**src/rtl/switch_conf_ctrl_pkg.sv**
```systemverilog
// Shared sizing defaults, FSM state encoding and the "output off" code for the
// switch configuration controller.
package switch_conf_ctrl_pkg;

  localparam int DEF_NUM_OUT = 8;
  localparam int DEF_CONF_W  = 4;

  // Select code 0 turns a switch output off.
  localparam int CODE_OFF = 0;

  typedef enum logic [1:0] {
    ST_IDLE   = 2'd0,
    ST_LOAD   = 2'd1,
    ST_WAIT   = 2'd2,
    ST_COMMIT = 2'd3
  } state_e;

endpackage

```
**src/rtl/switch_conf_ctrl.sv**
```systemverilog
// Collects a frame of per-output select codes into a shadow bank and commits
// the whole bank to conf_out atomically once the datapath reports idle.
module switch_conf_ctrl
  import switch_conf_ctrl_pkg::*;
#(
  parameter int NUM_OUT = DEF_NUM_OUT,
  parameter int CONF_W  = DEF_CONF_W
) (
  input  logic                      clk,
  input  logic                      rst_n,
  input  logic                      cfg_valid,
  output logic                      cfg_ready,
  input  logic                      cfg_start,
  input  logic [CONF_W-1:0]         cfg_data,
  input  logic                      cfg_clear,
  input  logic                      dp_idle,
  output logic [NUM_OUT*CONF_W-1:0] conf_out,
  output logic                      conf_loaded,
  output logic                      cfg_done,
  output logic                      cfg_err
);

  localparam int                 IDX_W    = $clog2(NUM_OUT) + 1;
  localparam logic [IDX_W-1:0]   LAST_IDX = IDX_W'(NUM_OUT - 1);
  localparam logic [CONF_W-1:0]  OFF      = CONF_W'(CODE_OFF);

  state_e                    state_q, state_d;
  logic [IDX_W-1:0]          idx_q, idx_d;
  logic [CONF_W-1:0]         shadow_q [NUM_OUT];
  logic [CONF_W-1:0]         shadow_d [NUM_OUT];
  logic [NUM_OUT*CONF_W-1:0] conf_q, conf_d;
  logic                      loaded_q, loaded_d;
  logic                      done_q, done_d;
  logic                      err_q, err_d;
  logic                      beat;

  assign cfg_ready   = (state_q == ST_IDLE) || (state_q == ST_LOAD);
  assign beat        = cfg_valid && cfg_ready;
  assign conf_out    = conf_q;
  assign conf_loaded = loaded_q;
  assign cfg_done    = done_q;
  assign cfg_err     = err_q;

  always_comb begin
    state_d  = state_q;
    idx_d    = idx_q;
    shadow_d = shadow_q;
    conf_d   = conf_q;
    loaded_d = loaded_q;
    done_d   = 1'b0;
    err_d    = 1'b0;

    if (cfg_clear) begin
      state_d  = ST_IDLE;
      idx_d    = '0;
      loaded_d = 1'b0;
      conf_d   = '0;
      for (int i = 0; i < NUM_OUT; i++) shadow_d[i] = OFF;
    end else begin
      case (state_q)
        ST_IDLE: begin
          if (beat) begin
            if (cfg_start) begin
              shadow_d[0] = cfg_data;
              idx_d       = IDX_W'(1);
              state_d     = (NUM_OUT == 1) ? ST_WAIT : ST_LOAD;
            end else begin
              err_d = 1'b1;
            end
          end
        end
        ST_LOAD: begin
          if (beat) begin
            if (cfg_start) begin
              // A new start mid-frame restarts collection from output 0.
              shadow_d[0] = cfg_data;
              idx_d       = IDX_W'(1);
              err_d       = 1'b1;
            end else begin
              for (int i = 0; i < NUM_OUT; i++) begin
                if (idx_q == IDX_W'(i)) shadow_d[i] = cfg_data;
              end
              idx_d = idx_q + IDX_W'(1);
              if (idx_q == LAST_IDX) state_d = ST_WAIT;
            end
          end
        end
        ST_WAIT: begin
          if (dp_idle) begin
            for (int i = 0; i < NUM_OUT; i++) conf_d[i*CONF_W +: CONF_W] = shadow_q[i];
            idx_d    = '0;
            loaded_d = 1'b1;
            done_d   = 1'b1;
            state_d  = ST_COMMIT;
          end
        end
        default: state_d = ST_IDLE;
      endcase
    end
  end

  always_ff @(posedge clk or negedge rst_n) begin
    if (!rst_n) begin
      state_q  <= ST_IDLE;
      idx_q    <= '0;
      conf_q   <= '0;
      loaded_q <= 1'b0;
      done_q   <= 1'b0;
      err_q    <= 1'b0;
      for (int i = 0; i < NUM_OUT; i++) shadow_q[i] <= OFF;
    end else begin
      state_q  <= state_d;
      idx_q    <= idx_d;
      conf_q   <= conf_d;
      loaded_q <= loaded_d;
      done_q   <= done_d;
      err_q    <= err_d;
      for (int i = 0; i < NUM_OUT; i++) shadow_q[i] <= shadow_d[i];
    end
  end

endmodule
```
**config.mk**
```make
export PLATFORM = sky130hd
export DESIGN_NAME = switch_conf_ctrl
export DESIGN_NICKNAME = d
export VERILOG_FILES = /design/src/rtl/switch_conf_ctrl_pkg.sv /design/src/rtl/switch_conf_ctrl.sv
export SDC_FILE = /design/constraint.sdc
export NUM_CORES = 1
export LEC_CHECK = 0
export BUFFER_PORTS_ARGS = -buffer_cell sky130_fd_sc_hd__buf_4
export CAP_MARGIN = 40
export CORE_MARGIN = 2
export CORE_UTILIZATION = 47
export DETAILED_ROUTE_END_ITERATION = 12
export PLACE_DENSITY = 0.68
export SLEW_MARGIN = 20
export SYNTH_ARGS = -nofsm -noshare
export SYNTH_HDL_FRONTEND = slang
export SYNTH_SLANG_ARGS = --single-unit
```
**constraint.sdc**
```tcl
create_clock -name clk -period 3.3 [get_ports clk]
set_clock_uncertainty 0.05 [all_clocks]
set_input_delay 0.33 -clock clk [delete_from_list [all_inputs] [get_ports clk]]
set_output_delay 0.33 -clock clk [all_outputs]
set_load 0.02 [all_outputs]
```
# Yosys cells after proc, flatten, opt, wreduce, memory -nomap -nowiden
# Cells that the tools add are included.
[totals]
reg_bits = 73
latch_bits = 0
ram_bits = 0
rom_bits = 0
inputBits = 10
output_inout_bits = 36
elab_cells = 106
n_memories = 0
[classes]
n_addsub = 1
mul = 0
div = 0
n_lt_le_gt_ge = 0
eq_ne = 17
shifts = 0
mux = 46
bitwise_logic = 0
n_reduce_logical = 28
[op_table]
columns = ["op", "count"]
rows = [
  ["32-bit two-way mux", 5],
  ["4-bit two-way mux", 17],
  ["28-bit two-way mux", 2],
  ["4-bit AND reduction", 7],
  ["2-bit nonzero test", 11],
  ["4-bit by 3-bit == test with 1-bit output (second input constant)", 4],
  ["3-bit != test (second input constant)", 5],
  ["2-bit two-way mux", 7],
  ["4-bit one-hot mux with 3 select lines", 1],
  ["1-bit two-way mux", 11],
  ["5-bit AND reduction", 2],
  ["4-bit by 2-bit == test with 1-bit output (second input constant)", 2],
  ["4-bit one-hot mux with 2 select lines", 1],
  ["2-bit one-hot mux with 3 select lines", 1],
  ["6-bit AND reduction", 1],
  ["4-bit by 1-bit adder with 4-bit output (second input constant)", 1],
  ["4-bit by 1-bit == test with 1-bit output (second input constant)", 1],
  ["4-bit zero test", 1],
  ["4-bit by 3-bit != test with 1-bit output (second input constant)", 1],
  ["4-bit nonzero test", 1],
  ["3-bit by 2-bit != test with 1-bit output (second input constant)", 1],
  ["3-bit nonzero test", 1],
  ["2-bit by 1-bit == test with 1-bit output (second input constant)", 1],
  ["2-bit == test (second input constant)", 1],
  ["6 further kinds", 6],
]

# Longest topological paths before layout
[logic_depth]
depth_word = 6
depth_mapped = 7
mapped_depth_nobuf = 6

# Worst setup path before layout
# OpenSTA, ideal clock, no wires.
[synth_timing]
kind = "flip-flop to flip-flop"
startpoint = "reg state_q[0]"
endpoint = "reg idx_q[2]"
arrival_ps = 1439
setup_slack_ps = 1682
stages_incl_launch_ff = 7
period_less_slack_ps = 1618
cell_sequence = "dfrtp_1 > inv_1 > ha_1 > mux2_2 > a41oi_4 > or2_1 > o21ai_0"
[synth_via]
elab_chain_len = 5
elab_cells_between_ends = 13
classes_between = "6 x eq/ne; 2 x mux; 5 x reduce/logical"
[synth_rtl]
columns = ["element", "line", "text"]
rows = [
  ["from (decl)", "switch_conf_ctrl.sv:27", "state_e state_q, state_d;"],
  ["from (signal assigned)", "switch_conf_ctrl.sv:112", "state_q <= state_d;"],
  ["2-bit by 1-bit == test with 1-bit output / 2-bit zero test (equally long branches)", "switch_conf_ctrl.sv:37, switch_conf_ctrl.sv:60", ""],
  ["1-bit logical OR", "switch_conf_ctrl.sv:37", "assign cfg_ready = (state_q == ST_IDLE) || (state_q == ST_LOAD);"],
  ["1-bit logical AND", "switch_conf_ctrl.sv:38", "assign beat = cfg_valid && cfg_ready;"],
  ["3-bit != test (no line)", "--", ""],
  ["5-bit AND reduction (no line)", "--", ""],
  ["to (signal assigned)", "switch_conf_ctrl.sv:113", "idx_q <= idx_d;"],
  ["to (decl)", "switch_conf_ctrl.sv:28", "logic [IDX_W-1:0] idx_q, idx_d;"],
]
# Parallel ways exist; a longest one is shown, timed or not.
# A chain may end at the register's enable or synchronous reset.

# Worst setup path after layout
[layout_timing]
startpoint = "reg state_q[1]"
endpoint = "out cfg_ready"
[layout_via]
elab_chain_len = 2
elab_cells_between_ends = 3
classes_between = "1 x eq/ne; 2 x reduce/logical"
[layout_rtl]
columns = ["element", "line", "text"]
rows = [
  ["2-bit by 1-bit == test with 1-bit output / 2-bit zero test (equally long branches)", "switch_conf_ctrl.sv:37", ""],
  ["1-bit logical OR *", "switch_conf_ctrl.sv:37", ""],
  ["to (decl)", "switch_conf_ctrl.sv:12", "output logic cfg_ready,"],
]
# Every way passes the cells marked *; elsewhere a longest branch is shown, timed or not.

==> results by group <==
GRT
  – Maximum number of pins on one net before global-route repair: 57
  – Antenna violations before repair: 0
  – Via count of the first global-routing pass: 2082
  – Total congestion overflow after global routing: 0
  – Global-route wire length before repair: roughly 11000 um
  – Total routing usage reported by global routing: 18.7%

Setup path
  – Endpoint of the lowest-slack register-to-register path: conf_out[9]$_DFFE_PN0P_
  – Worst Reg2Reg Path Length in Cells: 5
  – Type of destination of the critical path: output pin
  – Category of the worst setup path launch point: flip-flop
  – Critical Path Max Stage Delay: 390 ps
  – Flop2flop setup slack: 1210 ps
  – Critical path endpoint: cfg_ready
  – Slowest CP cell: ha_1
  – Required arrival time at the worst endpoint: 2920 ps
  – Classification of the worst setup path: reg2out
  – CP Launch Point: state_q[1]$_DFFE_PN0P_
  – R2r startpoint: state_q[0]$_DFFE_PN0P_
  – CP max FO: 15
  – Endpoint arrival time on the critical path: 1760 ps
  – Cell Chain, Critical Path: inv_1, ha_1, or2_2, buf_4

Timing
  – Ratio of final minimum period to clock period: 64.7%
  – Setup violators final: 0
  – Unrepaired setup endpoints after global routing: no
  – Setup TNS: 0 ps
  – Actual transition at the worst max-transition pin: between 800 and 900 ps
  – Number of slew-limit violations in the final report: 0
  – Hold violation total from the final report: 0
  – Minimum clock period: 2140 ps
  – Slew HR: roughly 46%
  – Timing-limited maximum frequency: 0.468 GHz

Clocking
  – H-tree levels: 3
  – Max Root-Sink Buffers: 2
  – CTS Sinks: 73
  – Number of gates resized after CTS: 0
  – Clock tree from TritonCTS: yes
  – Clock transition at the register clock pins on the worst setup and hold paths after CTS: 80 ps
  – Root cell of the clock tree: clkbuf_8
  – Clock latency at the later pin of the worst-skew pair: 350 ps
  – Number of CTS-inserted buffers: 9

Final layout
  – Net count, final: 298
  – Fill count: roughly 530
  – Synthesis-to-finish area growth: 19.3%
  – Utilization after layout: between 50% and 60%
  – Multi-input gate area in the final layout: 0.00123 mm2
  – Share of post-route cells with drive strength above 1: 37.8%
  – Area taken by flip-flops and latches: 0.00183 mm2
  – Non-Filler Cell Area, Final: 0.00379 mm2
  – Number of antenna cells inserted: 0

Route
  – Drt first pass iters: 4
  – Final routed wirelength across all metal layers: 6480 um
  – Drt first-iter violations: 117
  – DRC violations left: 0
  – Wire length on met1: 3270 um
  – Detailed route wirelength on metal3: 267 um
  – Vias after detailed routing: 2070
  – Routed wire length on met2: roughly 2900 um
  – Max layer used: met4
  – Routed length per placed instance: between 15 and 20 um
  – Number of nets with antenna violations after routing: 0
  – Vias per cell: 5.70

Synthesis
  – Number of unique standard cell types used by synthesis: 36
  – Cell type with the largest total area after synthesis: dfrtp_1
  – Synthesized instance count: 233
  – Leading cell types by count after synthesis: dfrtp_1, a22o_1, mux2_2
  – Mean post-synth cell area: 13.6 um2
  – Library cell with the highest instance count after synthesis: dfrtp_1
  – Synthesis warning total: 0
  – Post-Syn Area: 0.00317 mm2
  – Net count after synthesis: 250
  – Top-area cell type share of the netlist area: between 50% and 60%
  – Register area share after synthesis: 57.6%
  – Share of flip-flops with an asynchronous set or reset: 100%
  – Most used DFF post-synth: dfrtp_1
  – Count of flip-flops with a built-in enable after synthesis: 0
  – Flip-flop and latch count after synthesis: 73
  – Synth area leaders: dfrtp_1, mux2_2, a22o_1, a41oi_2, ha_1

Power
  – Part of the power in the clock network: 30.4%
  – PD cells: 625 mW/mm2
  – Net switching power of the design: 0.774 mW
  – Internal power: 1.59 mW
  – Leakage dissipation: approximately 1.8 nW
  – Sequential power share: 44.7%
  – Net switching fraction of the power: 32.7%
  – Max IR drop VDD: 312 uV
  – Share of total power in combinational logic: 24.9%

Placement
  – Input/output buffers: 45
  – Post-detailed-placement cell area: 0.00357 mm2
  – Placer Congestion: around 0.86
  – DP HPWL: 4350 um

Min path
  – Hold crit path type: in2reg

Job
  – Number of max-cap violations: 0

Floorplan
  – Floorplan row count: 29
  – CORE AREA: 0.00642 mm2
  – Ports: 46
  – Die area: about 0.0074 mm2
  – Chip height: 86.2 um
  – Horizontal extent of the die: 86.2 um
  – Effective utilization at floorplan: 49.4%

Run status
  – Outcome: complete, no violations
layout make-up:
| type | count | share of cell area (%) |
|---|---|---|
| flip-flops and latches | 73 | 48.2 |
| multi-input cells | 137 | 32.5 |
| repair buffers | 49 | 10.3 |
| clock buffers | 10 | 3.64 |
| well taps | 77 | 2.54 |
| clock inverters | 6 | 1.72 |
| inverters | 11 | 1.09 |
placed cells by master (no fill, tap or decap), types with 3 or more instances in the layout:
| cell | synthesis | routed |
|---|---|---|
| ha_1 | 7 | 7 |
| mux2_2 | 29 | 29 |
| nand4_1 | 5 | 5 |
| clkbuf_8 | 0 | 10 |
| o21ai_0 | 5 | 5 |
| a22o_1 | 32 | 32 |
| nor2b_1 | 6 | 6 |
| and3_1 | 3 | 3 |
| nand2b_1 | 5 | 5 |
| a41oi_2 | 7 | 7 |
| dfrtp_1 | 73 | 73 |
| inv_1 | 10 | 10 |
| o311ai_1 | 4 | 4 |
| nor2_1 | 5 | 5 |
| nand2_1 | 9 | 9 |
| buf_4 | 2 | 47 |
registers in the layout, summed over array words and instances (netlist names):
register and count:
cfg_err 1, conf_loaded 1, cfg_done 1, idx_q 4, state_q 2, shadow_q 32
conf_out 32
power by group through the flow:
| stage | combinational, mW | clock, mW | sequential, mW |
|---|---|---|---|
| floorplan | 0.406 | 0 | 1.08 |
| global placement | 0.576 | 0 | 1.07 |
| detailed placement | 0.590 | 0 | 1.07 |
| CTS | 0.591 | 0.737 | 1.06 |
| global route | 0.653 | 0.774 | 1.07 |
| finish | 0.589 | 0.720 | 1.06 |
worst min path at each step:
stage	from	endpoint	slack, ps	depth (start not counted)
2_1_floorplan	rst_n	cfg_done$_DFF_PN0_	-20	0
3_3_place_gp	shadow_q[16]$_DFFE_PN0P_	conf_out[12]$_DFFE_PN0P_	430	1
3_5_place_dp	rst_n	cfg_done$_DFF_PN0_	180	1
4_1_cts	cfg_data[0]	shadow_q[28]$_DFFE_PN0P_	190	3
5_1_grt	cfg_data[1]	shadow_q[29]$_DFFE_PN0P_	210	3
6_report	cfg_data[0]	shadow_q[28]$_DFFE_PN0P_	200	3
critical path: cells and delay by family, from the launching register on:
family / cells / cell delay, ps
fa+ha+maj: 1 / 390
buf+inv: 2 / 240
flops: 1 / 380
simple gates: 1 / 390
timing repair:
item | in CTS | in global routing
buffers inserted | 0 | 0
hold buffers | 1 | 0
hold endpoints to repair | 17 | 0
stage by stage:
stage          worst slack [ps]  hold slack [ps]  cells  power (mW)
6_report                   1160              200    363        2.37
3_3_place_gp               1230              425    345        1.65
5_1_grt                    1060              211    363        2.50
4_1_cts                    1160              194    363        2.39
3_5_place_dp               1210              175    346        1.66
2_1_floorplan              1680            -15.6    233        1.49
metal layers:
metal	up-vias	GRT usage [%]
met5	-	0
met2	37	26.9
met1	1058	27.7
li1	969	-
met3	6	4.72
met4	0	6.35
cells by family after synthesis:
logic type	after synthesis	synth area share, %
adders and majority gates	7	2.76
DFF	73	57.6
buffers and inverters	23	3.82
muxes	29	10.3
and+or+nand+nor	42	7.69
AOI/OAI and AO/OA	59	17.9
No activity file was read; power rests on OpenSTA's default activity.
